--- src/rtl/vga_sync.sv ---
// VGA timing generator: column/row counters with registered sync, visible-area,
// image-window and frame-start flags, all aligned to the presented count.
module vga_sync #(
    parameter int unsigned H_SYNC   = 128,
    parameter int unsigned H_BP     = 88,
    parameter int unsigned H_VIS    = 800,
    parameter int unsigned H_FP     = 40,
    parameter int unsigned V_SYNC   = 2,
    parameter int unsigned V_BP     = 33,
    parameter int unsigned V_VIS    = 600,
    parameter int unsigned V_FP     = 1,
    parameter logic        SYNC_POL = 1'b1
) (
    input  logic        clk,
    input  logic        rst,
    input  logic        ce,
    output logic [10:0] Columnas,
    output logic [9:0]  Filas,
    output logic        hsync,
    output logic        vsync,
    output logic        video_on,
    output logic        img_on,
    output logic        frame_start
);

    localparam int unsigned H_TOTAL = H_SYNC + H_BP + H_VIS + H_FP;
    localparam int unsigned V_TOTAL = V_SYNC + V_BP + V_VIS + V_FP;
    localparam int unsigned H_IMG   = (H_VIS < 512) ? H_VIS : 512;
    localparam int unsigned V_IMG   = (V_VIS < 256) ? V_VIS : 256;

    localparam logic [10:0] H_LAST   = 11'(H_TOTAL - 1);
    localparam logic [10:0] H_SYNC_E = 11'(H_SYNC);
    localparam logic [10:0] H_VIS_LO = 11'(H_SYNC + H_BP);
    localparam logic [10:0] H_VIS_HI = 11'(H_SYNC + H_BP + H_VIS);
    localparam logic [10:0] H_IMG_HI = 11'(H_SYNC + H_BP + H_IMG);
    localparam logic [9:0]  V_LAST   = 10'(V_TOTAL - 1);
    localparam logic [9:0]  V_SYNC_E = 10'(V_SYNC);
    localparam logic [9:0]  V_VIS_LO = 10'(V_SYNC + V_BP);
    localparam logic [9:0]  V_VIS_HI = 10'(V_SYNC + V_BP + V_VIS);
    localparam logic [9:0]  V_IMG_HI = 10'(V_SYNC + V_BP + V_IMG);

    logic [10:0] col_next;
    logic [9:0]  row_next;
    logic        h_vis_next;
    logic        v_vis_next;
    logic        h_img_next;
    logic        v_img_next;
    logic        wrap_next;

    always_comb begin
        col_next = Columnas;
        row_next = Filas;
        if (Columnas == H_LAST) begin
            col_next = '0;
            if (Filas == V_LAST) begin
                row_next = '0;
            end else begin
                row_next = Filas + 10'd1;
            end
        end else begin
            col_next = Columnas + 11'd1;
        end
    end

    // Flags are decoded from the next count so they land in the same register
    // stage as the count they describe.
    always_comb begin
        h_vis_next = (col_next >= H_VIS_LO) && (col_next < H_VIS_HI);
        v_vis_next = (row_next >= V_VIS_LO) && (row_next < V_VIS_HI);
        h_img_next = (col_next >= H_VIS_LO) && (col_next < H_IMG_HI);
        v_img_next = (row_next >= V_VIS_LO) && (row_next < V_IMG_HI);
        wrap_next  = (col_next == '0) && (row_next == '0);
    end

    always_ff @(posedge clk or posedge rst) begin
        if (rst) begin
            Columnas    <= '0;
            Filas       <= '0;
            hsync       <= SYNC_POL;
            vsync       <= SYNC_POL;
            video_on    <= 1'b0;
            img_on      <= 1'b0;
            frame_start <= 1'b0;
        end else begin
            frame_start <= 1'b0;
            if (ce) begin
                Columnas    <= col_next;
                Filas       <= row_next;
                hsync       <= (col_next < H_SYNC_E) ? SYNC_POL : ~SYNC_POL;
                vsync       <= (row_next < V_SYNC_E) ? SYNC_POL : ~SYNC_POL;
                video_on    <= h_vis_next && v_vis_next;
                img_on      <= h_img_next && v_img_next;
                frame_start <= wrap_next;
            end
        end
    end

endmodule

--- config.mk ---
export PLATFORM = sky130hd
export DESIGN_NAME = vga_sync
export DESIGN_NICKNAME = d
export VERILOG_FILES = /design/src/rtl/vga_sync.sv
export SDC_FILE = /design/constraint.sdc
export NUM_CORES = 1
export LEC_CHECK = 0
export CAP_MARGIN = 20
export CELL_PAD_IN_SITES_DETAIL_PLACEMENT = 0
export CELL_PAD_IN_SITES_GLOBAL_PLACEMENT = 1
export CORE_MARGIN = 4
export CORE_UTILIZATION = 25
export DETAILED_ROUTE_END_ITERATION = 8
export GPL_ROUTABILITY_DRIVEN = 0
export MAX_ROUTING_LAYER = met4
export PLACE_DENSITY = 0.63
export SKIP_CTS_REPAIR_TIMING = 1
export SYNTH_ARGS = -nofsm -noshare
export SYNTH_HDL_FRONTEND = slang
export SYNTH_SLANG_ARGS = --single-unit
--- constraint.sdc ---
create_clock -name clk -period 6.6 [get_ports clk]
set_clock_uncertainty 0.2 [all_clocks]
set_input_delay 1.65 -clock clk [delete_from_list [all_inputs] [get_ports clk]]
set_output_delay 1.65 -clock clk [all_outputs]
set_load 0.1 [all_outputs]
==> results of run 1 <==
-- power by group --
group | total, W | switching [W] | internal (W)
registers | 0.000270 | 0.0000795 | 0.000191
logic | 0.000502 | 0.000358 | 0.000144
clock network | 0.000108 | 0.0000549 | 0.0000534
-- placed cells by master, fill, tap and decap left out, types with 3 or more instances in the layout --
cell type and n:
sky130_fd_sc_hd__o21ai_0 16, sky130_fd_sc_hd__nand3b_1 4, sky130_fd_sc_hd__nand2_1 24, sky130_fd_sc_hd__clkdlybuf4s50_1 28, sky130_fd_sc_hd__a21oi_1 10, sky130_fd_sc_hd__o31ai_1 3, sky130_fd_sc_hd__inv_1 7, sky130_fd_sc_hd__dfrtp_1 24
sky130_fd_sc_hd__nand3_1 14, sky130_fd_sc_hd__and3_1 8, sky130_fd_sc_hd__and4_1 4, sky130_fd_sc_hd__nor3_1 3, sky130_fd_sc_hd__a31oi_1 4, sky130_fd_sc_hd__mux2i_1 3, sky130_fd_sc_hd__nor2b_1 3, sky130_fd_sc_hd__xor2_1 6
sky130_fd_sc_hd__mux2_2 6, sky130_fd_sc_hd__nor4_1 3, sky130_fd_sc_hd__nor4bb_1 3, sky130_fd_sc_hd__nand4_1 11, sky130_fd_sc_hd__nor2_1 18, sky130_fd_sc_hd__clkbuf_8 4, sky130_fd_sc_hd__xnor2_1 13
-- sequential cells by signal, indices dropped and copies added, names as in the netlist --
register,cells
Columnas,11
Filas,10
vsync,1
frame_start,1
hsync,1
video_on,1
img_on,1
-- layout make-up --
cell class	instances	area share (%)
sequential	26	27.1
clock buffer	4	2.28
timing repair buffer	30	13.1
inverter	7	1.09
multi-input combinational	190	51.2
tap	102	5.29
-- worst min-delay path, delay by kind of cell (launching register included) --
kind | cells | cell delay [ns]
AOI/OAI and AO/OA | 1 | 0.06
buffers and inverters | 1 | 0.04
DFF | 1 | 0.38
-- metal layers --
layer	vias to the layer above	GRT usage (%)	wire, microns
met2	37	20.2	2720
met1	878	16.7	2750
met5	-	-	0
met4	0	2.70	63
met3	6	2.87	186
li1	920	-	-
-- final timing paths --
path	startpoint	endpoint	slack (ns)	cells after the start
worst max register to register	Columnas[1]	frame_start	2.91	8
worst max-delay path	Columnas[5]	Columnas[5]	2.59	1
worst min register to register	vsync	vsync	0.28	2
min in group asynchronous	rst	Filas[7]	1.44	2
worst min-delay path	vsync	vsync	0.28	2
max in group asynchronous	rst	hsync	4.25	3
-- logic make-up (layout without fill, tap and decap cells) --
| kind of cell | after synthesis | in the layout | synth area share, % |
|---|---|---|---|
| simple gates | 106 | 106 | 29.9 |
| mux | 9 | 9 | 4.91 |
| buf+inv | 24 | 41 | 5.03 |
| flops | 26 | 26 | 32.8 |
| xor+xnor | 19 | 19 | 8.36 |
| compound gates | 54 | 54 | 17.7 |
| fa+ha+maj | 2 | 2 | 1.26 |
-- metrics by stage --
stage | setup slack [ns] | utilization [%] | total power [W] | area (sq um)
after floorplan | 3.20 | - | 0.000659 | 1990
after global placement | 2.93 | 30.2 | 0.000775 | 2330
after detailed placement | 2.91 | 30.5 | 0.000780 | 2360
after CTS | 2.57 | 31.2 | 0.000892 | 2410
after global routing | 2.48 | 31.2 | 0.000944 | 2410
final | 2.59 | 31.2 | 0.000881 | 2410
==> run metrics, run 1 <==
drc violations 0; area of the multi-input gates about 1200 sq um; overall die width about 97 microns; Setup Total Neg Slack 0 ns; global-route usage over all layers 12.7%; fill cell count 840; count of synthesis-stage warnings from yosys 0; part of the cycle the worst path needs between 60% and 70%; most instantiated cells after synthesis 24 x sky130_fd_sc_hd__dfrtp_1, 24 x sky130_fd_sc_hd__nand2_1, 18 x sky130_fd_sc_hd__nor2_1; CP Launch Type flip-flop; Synth Cell Area slightly below 2000 sq um; IO buf count 28; Data required, critical path approximately 4.8 ns; data arrival time of the critical path ~2.2 ns; critical path peak fanout 15; unrepaired setup endpoints after global routing no; Vias 1,841; static leakage 0.951 nW; antenna violations before repair 0; CTS H-tree depth 1; Via-to-Cell Ratio between 5 and 6; Gate Count Post-Synth 240; ordered cell list for the critical path clkdlybuf4s50_1; ys flop type sky130_fd_sc_hd__dfrtp_1; maximum number of pins on one net before global-route repair 33; Floorplan Core Area just under 8000 sq um; max-slew violation total from the final report 0; unique cell type count in the Yosys netlist 53; number of nets still failing antenna checks after routing 0; number of rows in the core area 32; WP buf/inv 1; area of the die about 9400 sq um; detailed placer's ending HPWL 4120 microns; net count of the finished layout between 200 and 300; number of antenna diodes 0; total CTS buffers 3; maximum capacitance violations 0; Largest stage delay, worst path 1.23 ns; Longest Clk Path Bufs 2; part of the Yosys area used for sequential elements around 33%; mean post-synth cell area 8.29 sq um; Final Setup Violations 0; clock tree root driver cell sky130_fd_sc_hd__clkbuf_8; Max-slew headroom approximately a third; cell type contributing the most total cell area after synthesis sky130_fd_sc_hd__dfrtp_1; insertion delay to the later sink of the worst-skew pair about 0.28 ns; grt ovf 0; count of flip-flops with a built-in enable after synthesis 0; status completed; DR iter-0 viols 56; worst ir drop on vdd 0.206 mV; Die Y-Extent approximately 97 microns; slew at the pin closest to its max-slew limit about 0.98 ns; filler-free cell count of the finished design roughly 360; I/O pin cnt 29; flop and latch count out of synthesis 26; Worst Setup End Kind output pin; family with the most delay on the worst path buffers and inverters; TritonCTS clock tree built; top cell type's share of synthesized area 30.2%; type of the most critical hold path flip-flop to flip-flop; worst hold-check slack around 0.28 ns; Worst Setup Path Type flip-flop to output pin; top cells by area in the synthesized netlist sky130_fd_sc_hd__dfrtp_1 30%, sky130_fd_sc_hd__xnor2_1 5.7%, sky130_fd_sc_hd__nand2_1 4.5%, sky130_fd_sc_hd__o21ai_0 4.0%, sky130_fd_sc_hd__nand3_1 3.5%; Area growth syn-to-layout 21.3%; Highest Clock Rate 249 MHz; number of clock sinks seen by CTS 26; CP max-delay cell sky130_fd_sc_hd__clkdlybuf4s50_1; clock slew at the register clock pins of the worst setup and hold paths around 0.1 ns; global-route wire length before repair 9750 microns; power density cells 365 nW/um^2; flip-flop and latch area 653 sq um; post-detailed-route wirelength per cell 15.9 microns; via count of the first global-routing pass approximately 1,900; placed insts ~360; final-report hold violation count 0; final routed wirelength across all metal layers 5730 microns; net count after synthesis roughly 250; Initial Utilization between 20% and 30%; TritonRoute pass-1 iters 4; time the final worst path needs with I/O delays and setup 4.01 ns; ys async rst share 100%; share of final-layout standard cells stronger than drive strength 1 7.78%
(Power assumes the default switching activity.)
==> run 2: changes to the inputs <==
Settings changed: PLACE_DENSITY 0.63 to 0.65.
Clock period 6.6 ns to 3.51 ns, I/O delays scaled along.
==> run 2 against run 1 <==
Final area is 1.6% lower. Clock power increased by 62%. Count of clock-buffer cells in the layout shrank 1. Cell count up 1.9%. Core utilization shrank 0.50 points. Flip-flop and latch count is the same. Worst setup slack worse by 2.2 ns. Sequential power rose by 70%. Critical path type is now flip-flop to flip-flop. Critical endpoint is now video_on.
==> run metrics, run 2 (same netlist as run 1, synthesis figures left out) <==
antenna violations before repair 0 (unchanged); DR iter-0 viols 78 (was 56); switching share of power 56.6% (was 55.9%); Data required, critical path 3.47 ns (was 4.75 ns); global-route usage over all layers 12.6% (was 12.7%); leading cell type in the layout, fill and taps excluded sky130_fd_sc_hd__buf_4 (was sky130_fd_sc_hd__clkdlybuf4s50_1); Internal Pwr Total 0.000714 W (was 0.000388 W); TritonRoute pass-1 iters 4 (unchanged); CP Launch Type flip-flop (unchanged); Die Y-Extent 97.2 microns (unchanged); unrepaired setup endpoints after global routing no (unchanged); Longest Clk Path Bufs 2 (unchanged); post-detailed-placement cell area 2330 sq um (was 2360 sq um); static leakage 1.02 nW (was 0.951 nW); worst hold-check slack 0.284 ns (was 0.279 ns); CTS H-tree depth 1 (unchanged); power density cells 693 nW/um^2 (was 365 nW/um^2); final routed wirelength across all metal layers 5730 microns (about the same); Initial Utilization 25.7% (unchanged); Final Setup Violations 0 (unchanged); Largest stage delay, worst path 0.50 ns (was 1.23 ns); insertion delay to the later sink of the worst-skew pair 0.27 ns (was 0.28 ns); Worst Setup Path Type flip-flop to flip-flop (was flip-flop to output pin); number of rows in the core area 32 (unchanged); part of the cycle the worst path needs 89.0%; slew at the pin closest to its max-slew limit 0.600 ns (was 0.983 ns); drc violations 0 (unchanged); Highest Clock Rate approximately 320 MHz; TritonCTS clock tree built (unchanged); max-slew violation total from the final report 0 (unchanged); share of final-layout standard cells stronger than drive strength 1 20.1% (was 7.78%); net switching component of the power 0.000933 W (was 0.000492 W); register ranked first by flip-flop count Columnas (unchanged); overall die width 97.2 microns (unchanged); family with the most delay on the worst path compound AO/OA/AOI/OAI gates (was buffers and inverters); number of clock sinks seen by CTS 26 (unchanged); Max-slew headroom 59.9% (was 34.3%); clock tree root driver cell sky130_fd_sc_hd__clkbuf_8 (unchanged); Floorplan Core Area 7730 sq um (unchanged); Area growth syn-to-layout 19.4% (was 21.3%); area of the die 9450 sq um (unchanged); post-route setup slack 0.387 ns (was 2.59 ns); number of antenna diodes 0 (unchanged); status completed (unchanged); maximum number of pins on one net before global-route repair 27 (was 33); data arrival time of the critical path 3.09 ns (was 2.16 ns); maximum capacitance violations 0 (unchanged); CP max-delay cell sky130_fd_sc_hd__dfrtp_1 (was sky130_fd_sc_hd__clkdlybuf4s50_1); time the final worst path needs with I/O delays and setup roughly 3.1 ns; clock network fraction of design power 10.6% (was 12.3%); total CTS buffers 3 (unchanged); proportion of power drawn by flip-flops and latches 27.9% (was 30.7%); fill cell count 829 (was 840); Vias 1,905 (was 1,841); final-report hold violation count 0 (unchanged); Worst Setup End Kind flip-flop (was output pin); global-route wire length before repair 9630 microns (was 9750 microns); power after layout 0.00165 W (was 0.000881 W); type of the most critical hold path flip-flop to flip-flop (unchanged); I/O pin cnt 29 (unchanged); net count of the finished layout 271 (was 263); number of nets still failing antenna checks after routing 0 (unchanged); number of flip-flops in the largest register 11 (unchanged); Setup Total Neg Slack 0 ns (unchanged); Via-to-Cell Ratio 5.20 (was 5.13); post-detailed-route wirelength per cell 15.6 microns (was 15.9 microns); worst slack at placement 0.404 ns (was 2.91 ns); combinational fraction of design power 61.5% (was 57.0%); critical path peak fanout 10 (was 15); Layout Cell Area excl Fill 2370 sq um (was 2410 sq um); largest registers Columnas (11), Filas (10) (unchanged); commonest non-fill, non-tap cells in the layout 36 x sky130_fd_sc_hd__buf_4, 24 x sky130_fd_sc_hd__dfrtp_1, 24 x sky130_fd_sc_hd__nand2_1 (was 28 x sky130_fd_sc_hd__clkdlybuf4s50_1, 24 x sky130_fd_sc_hd__dfrtp_1, 24 x sky130_fd_sc_hd__nand2_1); WP buf/inv 0 (was 1); grt ovf 0 (unchanged); ordered cell list for the critical path ha_1 > and4_1 > nand3_2 > o41ai_1 > a21oi_2 > a2111oi_1 > nor4bb_1 > o22a_1 (was clkdlybuf4s50_1); clock slew at the register clock pins of the worst setup and hold paths 0.10 ns (about the same); IO buf count 28 (unchanged); worst ir drop on vdd 0.556 mV (was 0.206 mV); via count of the first global-routing pass 1,917 (was 1,869); detailed placer's ending HPWL 4300 microns (was 4120 microns)
-- run 2: worst min-delay path, delay by kind of cell (launching register included) --
family | cells | cell delay [ns]
buffers and inverters | 1 | 0.04
AO/OA/AOI/OAI | 1 | 0.06
flip-flops | 1 | 0.38
-- run 2: worst paths after layout --
check | start | endpoint | slack [ns] | cells past startpoint
worst max-delay path | Columnas[1] | video_on | 0.39 | 8
worst min register to register | vsync | vsync | 0.28 | 2
min in group asynchronous | rst | Columnas[4] | 0.76 | 3
max in group asynchronous | rst | vsync | 2.04 | 3
worst max register to register | Columnas[1] | video_on | 0.39 | 8
worst min-delay path | vsync | vsync | 0.28 | 2
-- run 2: power by group through the flow --
stage / Sequential [W] / Combinational, W / Clock (W)
5_1_grt: 0.000472 / 0.00109 / 0.000202
4_1_cts: 0.000460 / 0.00102 / 0.000189
2_1_floorplan: 0.000852 / 0.000387 / 0
3_3_place_gp: 0.000463 / 0.00102 / 0
6_report: 0.000460 / 0.00101 / 0.000175
3_5_place_dp: 0.000466 / 0.00102 / 0
-- run 2: final cells by class --
type	instances	area, sq um	area share [%]
clock buffers	3	41.3	1.74
multi-input cells	190	1240	52.1
inverters	7	26.3	1.11
well taps	102	128	5.37
repair buffers	38	290	12.2
flip-flops and latches	26	653	27.5
-- run 2: routing by layer --
layer | vias up | GRT usage (%) | wire, microns | part of all wire (%)
li1 | 938 | - | - | -
met1 | 928 | 16.1 | 2590 | 45
met2 | 37 | 21.1 | 2840 | 50
met3 | 2 | 2.51 | 263 | 4.6
met4 | 0 | 2.05 | 35 | 0.61
met5 | - | - | 0 | 0
-- run 2: metrics by stage --
stage | std cells | util [%]
after floorplan | 240 | -
after global placement | 363 | 30.2
after detailed placement | 363 | 30.2
after CTS | 366 | 30.7
after global routing | 366 | 30.7
final | 366 | 30.7
